<file path="src/rtl/axi_rd_arb_pkg.sv">
// Shared definitions for the two-requester AXI read arbiter:
// FSM encodings, requester count, counter width and source-tag position.
package axi_rd_arb_pkg;

    localparam int NUM_REQ = 2;
    localparam int CNT_W   = 3;

    typedef enum logic [1:0] {
        ST_IDLE = 2'b01,
        ST_HOLD = 2'b10
    } arb_state_e;

    function automatic int src_tag_pos(input int id_w);
        return id_w - 1;
    endfunction

endpackage

</file>
<file path="src/rtl/axi_rd_arb_cnt.sv">
// Saturating per-requester outstanding-read counter.
// avail is high while another read may be issued.
module axi_rd_arb_cnt
    import axi_rd_arb_pkg::*;
#(
    parameter int MAX_OUTSTANDING = 2
) (
    input  logic             ACLK,
    input  logic             ARESET,
    input  logic             inc,
    input  logic             dec,
    output logic [CNT_W-1:0] count,
    output logic             avail
);

    localparam logic [CNT_W-1:0] MAX_C = CNT_W'(MAX_OUTSTANDING);

    always_ff @(posedge ACLK) begin
        if (ARESET) begin
            count <= '0;
        end else if (inc && !dec && count < MAX_C) begin
            count <= count + CNT_W'(1);
        end else if (dec && !inc && count != '0) begin
            count <= count - CNT_W'(1);
        end
    end

    assign avail = (count < MAX_C);

endmodule

</file>
<file path="src/rtl/axi_rd_arbiter.sv">
// Two-requester AXI read arbiter, round-robin with a HOLD lock.
// Define AXI_RD_ARB_FIXED_PRIO_EN for fixed priority (requester 0 wins).
module axi_rd_arbiter
    import axi_rd_arb_pkg::*;
#(
    parameter int DATA_WIDTH      = 32,
    parameter int ADDR_WIDTH      = 32,
    parameter int ID_WIDTH        = 6,
    parameter int MAX_OUTSTANDING = 2
) (
    input  logic                  ACLK,
    input  logic                  ARESET,

    input  logic                  rq0_ren,
    input  logic [ID_WIDTH-2:0]   rq0_arid,
    input  logic [2:0]            rq0_arsize,
    input  logic [ADDR_WIDTH-1:0] rq0_araddr,
    output logic                  rq0_raddr_ok,
    output logic [DATA_WIDTH-1:0] rq0_rdata,
    output logic [ID_WIDTH-2:0]   rq0_rid,
    output logic                  rq0_rdata_ok,
    input  logic                  rq0_data_resp,

    input  logic                  rq1_ren,
    input  logic [ID_WIDTH-2:0]   rq1_arid,
    input  logic [2:0]            rq1_arsize,
    input  logic [ADDR_WIDTH-1:0] rq1_araddr,
    output logic                  rq1_raddr_ok,
    output logic [DATA_WIDTH-1:0] rq1_rdata,
    output logic [ID_WIDTH-2:0]   rq1_rid,
    output logic                  rq1_rdata_ok,
    input  logic                  rq1_data_resp,

    output logic                  m_ren,
    output logic [ID_WIDTH-1:0]   m_arid,
    output logic [2:0]            m_arsize,
    output logic [ADDR_WIDTH-1:0] m_araddr,
    input  logic                  m_raddr_ok,
    input  logic [DATA_WIDTH-1:0] m_sram_rdata,
    input  logic [ID_WIDTH-1:0]   m_rid,
    input  logic                  m_rdata_ok,
    output logic                  m_data_resp
);

    localparam int TAG = src_tag_pos(ID_WIDTH);

    arb_state_e           state;
    logic                 lock_gnt;
    logic                 gnt;
    logic                 active;
    logic                 src;
    logic [NUM_REQ-1:0]   ren;
    logic [NUM_REQ-1:0]   avail;
    logic [NUM_REQ-1:0]   elig;
    logic [NUM_REQ-1:0]   aok;
    logic [NUM_REQ-1:0]   rok;
    logic [CNT_W-1:0]     cnt [NUM_REQ];

    assign ren  = {rq1_ren, rq0_ren};
    assign elig = ren & avail;

`ifdef AXI_RD_ARB_FIXED_PRIO_EN
    always_comb begin
        gnt    = 1'b0;
        active = 1'b0;
        if (state == ST_HOLD) begin
            gnt    = lock_gnt;
            active = 1'b1;
        end else begin
            gnt    = !elig[0];
            active = |elig;
        end
    end
`else
    logic last_gnt;

    // On a tie, favour whoever was not accepted last.
    always_comb begin
        gnt    = 1'b0;
        active = 1'b0;
        if (state == ST_HOLD) begin
            gnt    = lock_gnt;
            active = 1'b1;
        end else begin
            gnt    = (&elig) ? !last_gnt : !elig[0];
            active = |elig;
        end
    end

    always_ff @(posedge ACLK) begin
        if (ARESET) begin
            last_gnt <= 1'b1;
        end else if (m_ren && m_raddr_ok) begin
            last_gnt <= gnt;
        end
    end
`endif

    assign m_ren = active && !ARESET;

    always_comb begin
        m_arid   = '0;
        m_arsize = '0;
        m_araddr = '0;
        if (m_ren) begin
            m_arid   = gnt ? {1'b1, rq1_arid} : {1'b0, rq0_arid};
            m_arsize = gnt ? rq1_arsize : rq0_arsize;
            m_araddr = gnt ? rq1_araddr : rq0_araddr;
        end
    end

    assign aok[0]       = m_raddr_ok && m_ren && !gnt;
    assign aok[1]       = m_raddr_ok && m_ren && gnt;
    assign rq0_raddr_ok = aok[0];
    assign rq1_raddr_ok = aok[1];

    // Responses are steered purely by the tag bit, even in reset.
    assign src          = m_rid[TAG];
    assign rok[0]       = m_rdata_ok && !src;
    assign rok[1]       = m_rdata_ok && src;
    assign rq0_rdata_ok = rok[0];
    assign rq1_rdata_ok = rok[1];
    assign rq0_rdata    = m_sram_rdata;
    assign rq1_rdata    = m_sram_rdata;
    assign rq0_rid      = m_rid[TAG-1:0];
    assign rq1_rid      = m_rid[TAG-1:0];
    assign m_data_resp  = src ? rq1_data_resp : rq0_data_resp;

    always_ff @(posedge ACLK) begin
        if (ARESET) begin
            state    <= ST_IDLE;
            lock_gnt <= 1'b0;
        end else begin
            unique case (state)
                ST_IDLE: begin
                    if (m_ren && !m_raddr_ok) begin
                        state    <= ST_HOLD;
                        lock_gnt <= gnt;
                    end
                end
                ST_HOLD: begin
                    if (m_raddr_ok) begin
                        state <= ST_IDLE;
                    end
                end
                default: state <= ST_IDLE;
            endcase
        end
    end

    for (genvar g = 0; g < NUM_REQ; g++) begin : g_cnt
        axi_rd_arb_cnt #(
            .MAX_OUTSTANDING(MAX_OUTSTANDING)
        ) u_cnt (
            .ACLK  (ACLK),
            .ARESET(ARESET),
            .inc   (aok[g]),
            .dec   (rok[g]),
            .count (cnt[g]),
            .avail (avail[g])
        );
    end

endmodule

</file>
<file path="config.mk">
export PLATFORM = sky130hd
export DESIGN_NAME = axi_rd_arbiter
export DESIGN_NICKNAME = d
export VERILOG_FILES = /design/src/rtl/axi_rd_arb_pkg.sv /design/src/rtl/axi_rd_arb_cnt.sv /design/src/rtl/axi_rd_arbiter.sv
export SDC_FILE = /design/constraint.sdc
export NUM_CORES = 1
export LEC_CHECK = 0
export BUFFER_PORTS_ARGS = -buffer_cell sky130_fd_sc_hd__buf_2
export CAP_MARGIN = 20
export CORE_AREA = 4 4 93 95
export CTS_BUF_LIST = sky130_fd_sc_hd__clkbuf_8 sky130_fd_sc_hd__clkbuf_16
export DETAILED_ROUTE_END_ITERATION = 16
export DIE_AREA = 0 0 97 99
export PLACE_DENSITY_LB_ADDON = 0.3
export SLEW_MARGIN = 20
export SYNTH_ARGS = -nofsm -noshare
export SYNTH_HDL_FRONTEND = slang
export SYNTH_SLANG_ARGS = --single-unit
</file>
<file path="constraint.sdc">
create_clock -name ACLK -period 3.8 [get_ports ACLK]
set_clock_uncertainty 0.1 [all_clocks]
set_input_delay 0.76 -clock ACLK [delete_from_list [all_inputs] [get_ports ACLK]]
set_output_delay 0.76 -clock ACLK [all_outputs]
set_load 0.05 [all_outputs]
</file>
After elaboration in Yosys (flattened, before gate mapping). Index checks and enable logic that the tools add are counted.

Output and inout port bits: 121. Input port bits: 126. Bits in registers: 10. Logic and storage cells: 66.

Reduce and logical (&&, ||, !) cells: 33. Add/sub/neg operators: 4. $lt $le $gt $ge: 2. Mux-type cells: 17. Equality and inequality tests: 4. Bitwise logic cells: 1.

Operator list (count): $mux 32 (2); $mux 3 (6); $logic_and 1x1->1 (15); $mux 6 (2); $logic_not 1->1 (10); $add 3x1->3 const B (2); $lt 3x2->1 const B (2); $reduce_and 2->1 (3); $reduce_bool 3->1 (2); $sub 3x1->3 const B (2); $mux 1 (4); $mux 2 (2); $ne 2x2->1 const B (2); $pmux 2 s2 (1); $reduce_bool 2->1 (2); $and 2x2->2 (1); $eq 2x1->1 const B (1); $eq 2x2->1 const B (1); $reduce_or 2->1 (1).

Depth between registers and ports, before layout.
Depth after elaboration: 12. Mapped depth: 10.

By module. From an unflattened synthesis, not the netlist that was laid out.

Cell total of the unflattened synthesis: 377. Area, all modules: 2732.6 um2.

By module, submodules not included: axi_rd_arbiter (cells each 337, area an instance 2337.2 um2, instances 1); axi_rd_arb_cnt (cells each 20, area an instance 197.7 um2, instances 2).

Worst setup path before layout. OpenSTA, ideal clock, no wires.

Kind: input -> output. Start point: in rq0_ren. End point: out m_araddr[16]. Data required time: 2.940 ns. Setup slack: 0.285 ns. Buffers on the path: 1. Stages: 5. Data arrival time: 2.655 ns. Path through: or3b_4 > o31ai_4 > clkbuf_1 > nand2_1 > a21oi_1.

Cells in the longest elaborated chain, start to end: 6. Elaborated cells between the ends (all ways): 10. Those cells by class: 5 x mux; 1 x bitwise; 4 x reduce/logical.

Ends and longest elaborated chain: from (decl) (RTL line axi_rd_arbiter.sv:14) `input logic rq0_ren,`; $and 2x2->2 * (RTL line axi_rd_arbiter.sv:60) `assign elig = ren & avail;`; $reduce_and 2->1 / $logic_not 1->1 (equally long branches) (RTL line axi_rd_arbiter.sv:85) `gnt = (&elig) ? !last_gnt : !elig[0];`; $mux 1 (RTL line axi_rd_arbiter.sv:85); $mux 1 (RTL line axi_rd_arbiter.sv:81) `if (state == ST_HOLD) begin`; $mux 32 (RTL line axi_rd_arbiter.sv:108) `m_araddr = gnt ? rq1_araddr : rq0_araddr;`; $mux 32 * (RTL line axi_rd_arbiter.sv:105) `if (m_ren) begin`; to (decl) (RTL line axi_rd_arbiter.sv:37) `output logic [ADDR_WIDTH-1:0] m_araddr,`.

Every way passes the cells marked *; elsewhere a longest branch is shown, timed or not.

Final worst setup path.
Start point: in rq0_ren. End point: out m_araddr[30].

The elaborated chain is that of the path after synthesis.

==> impl_metrics.ini <==
[run_status]
status = finished clean

[floorplanning]
die_x_um = 97
dieArea_mm2 = 0.00960
die_h_um = 99
core_mm2 = 0.00773
rows = 32
io_pins = 247
start_util_pct = 23.4

[timing]
finalSetupViolations = 0
finalCriticalPeriod_ns = 3.28
fin_tns_setup_ns = 0
grt_setup_unrepaired = false
finalHoldViolations = 0
finalCritPeriodShare_pct = 86.2
max_freq_ghz = 0.305
drv_slew = 0
tightest_slew_ns = 0.524
relSlewSlack_pct = 65.1

[global_route]
grt_pass1_wl_um = 9270
grt_max_degree = 26
overflow = 0
grt_use_total_pct = 11.4
antenna_found_initial = 0
grt_pass1_vias = 1866

[logic_synthesis]
async_reset_ff_share_pct = 0
synth_flop_cell = dfxtp_1
synth_top_family_by_area = buffers and inverters
synth_cell_types = 43
synth_compound_area_share_pct = 19.7
synthMuxAreaShare_pct = 1.73
synth_largest_area_cell = buf_4
synth-xor-area-share_pct = 0
synth_nets = 414
netlist_instances = 286
synth_top_area_share_pct = 30.7
synth_edf_count = 0
synth.cell_area_mm2 = 0.00181
seq_area_frac_synth_pct = 11.1
netlist_top_cells_area = buf_4 (31%), nand2_1 (18%), a21oi_1 (12%)
syn_area_per_cell_um2 = 6.32
yosysWarningCount = 0
synthAdderAreaFrac_pct = 2.22
synth-simple-area-share_pct = 29.2
ys_ff_latch = 10

[power_and_ir_drop]
irDropWorstVdd_mv = 0.132
comb_power_share_pct = 69.3
p_seq_share_pct = 17.0
p_leak_nw = 1.13
power_density_mw_per_mm2 = 381
clkPwrFrac_pct = 13.7
p_sw_mw = 0.445
cell_internal_pwr_mw = 0.349
swShare_pct = 56.1
power_mw = 0.793

[detailed_routing]
drc = 0
dr.pass1.iters = 4
ant_nets = 0
wl_per_cell_um = 13.8
via_per_inst = 4.35
drtIter0Drc = 49
drt-total-wl_um = 6080
dr_total_vias = 1923

[clock_tree]
insertion_delay_ns = 0.23
clock-sinks = 10
cts_hold_buf = 0
cts_resized = 0
cts_max_path_buffers = 2
cts_made_buffers = 3
cts_tree = done
post-cts-setup-buffers = 0
clkTransAtPathRegs_ns = 0.04
cts_root_buffer = clkbuf_8
h-tree-depth = 1

[min_path]
worstHoldPathType = flip-flop to flip-flop

[finish]
final_cells = 442
num_antenna_cells = 0
drive_gt1_share_pct = 46.2
area_growth_pct = 15.2
nets = 470

[critical_path]
end_kind = primary output
worstSetupPathType = input port to primary output
cp.required_ns = 2.94
start_kind = input port
cp.arrival_ns = 2.42
cp_max_fo = 23

[run]
drv_cap = 0

[placed_design]
portBuffers = 135
gp_congestion = 0.792
dp_hpwl_um = 5060
dp_cells = 439
## power groups by stage
stage	Combinational, mW	Clock (mW)	Sequential [mW]
final	0.550	0.109	0.135
after CTS	0.557	0.114	0.135
after floorplan	0.614	0	0.133
after global placement	0.550	0	0.137
after global routing	0.596	0.116	0.138
after detailed placement	0.555	0	0.137
## sequential cells by signal, indices dropped and copies added (netlist names)
signal and count:
lock_gnt 1, state 2, last_gnt 1, g_cnt.u_cnt.count 6
## placed cells by master, fill, tap and decap left out, types with 2 or more instances in the layout
cell type  Yosys  routed
a211oi_1       2       2
a21oi_1       42      42
a31o_2         1       2
a31oi_1        3       3
and3_1         2       2
buf_2          1     135
buf_4         74       4
clkbuf_8       0       3
dfxtp_1       10      10
fa_1           2       2
inv_1          6       6
mux2i_1        2       2
nand2_1       85      85
nand2b_1       5       5
nand3_1        2       2
nor2_1         5       5
nor2b_1        3       3
o21ai_0        2       2
## logic make-up after synthesis
group | after synthesis
compound gates | 59
mux | 3
fa+ha+maj | 2
flops | 10
buf+inv | 97
simple gates | 115
## worst paths after layout
path	from	end	slack [ns]	cells past startpoint
worst max-delay path	rq0_ren	m_araddr[30]	0.52	6
worst min-delay path	lock_gnt	lock_gnt	0.40	2
worst max register to register	g_cnt[0].u_cnt.count[1]	g_cnt[0].u_cnt.count[2]	0.80	8
worst min register to register	lock_gnt	lock_gnt	0.40	2
## area by class of cell
type	count	area (µm²)
Fill cell	879	5650
Multi-Input combinational cell	179	956
Timing Repair Buffer	140	726
Sequential cell	10	200
Tap cell	102	128
Clock buffer	3	41.3
Inverter	8	31.3
## critical path: stages
cell     delay [ns]
buf_2          0.07
or3b_4         0.39
a31o_2         0.41
buf_4          0.29
a21oi_1        0.19
buf_2          0.30
## per-layer routing
metal	vias to the layer above	GRT usage (%)	wire, µm
met5	-	0	0
met4	0	2.05	55
met3	9	4.25	641
met2	113	20.5	2990
met1	827	13.0	2400
li1	974	-	-
## cell usage after synthesis (3+ instances only)
cell / count
nor2_1: 5
clkbuf_1: 13
a21oi_1: 42
inv_1: 6
buf_4: 74
nand2b_1: 5
nor2b_1: 3
dfxtp_1: 10
nand2_1: 85
a31oi_1: 3
## stage by stage
stage / utilization [%] / instance area [µm²] / hold WS, ns / setup WS (ns)
5_1_grt: 26.9 / 2080 / 0.450 / 0.399
6_report: 26.9 / 2080 / 0.397 / 0.523
3_3_place_gp: 26.4 / 2040 / 0.384 / 0.422
4_1_cts: 26.9 / 2080 / 0.404 / 0.459
3_5_place_dp: 26.4 / 2040 / 0.389 / 0.334
2_1_floorplan: - / 1810 / 0.353 / 0.285
(Power assumes the default switching activity.)
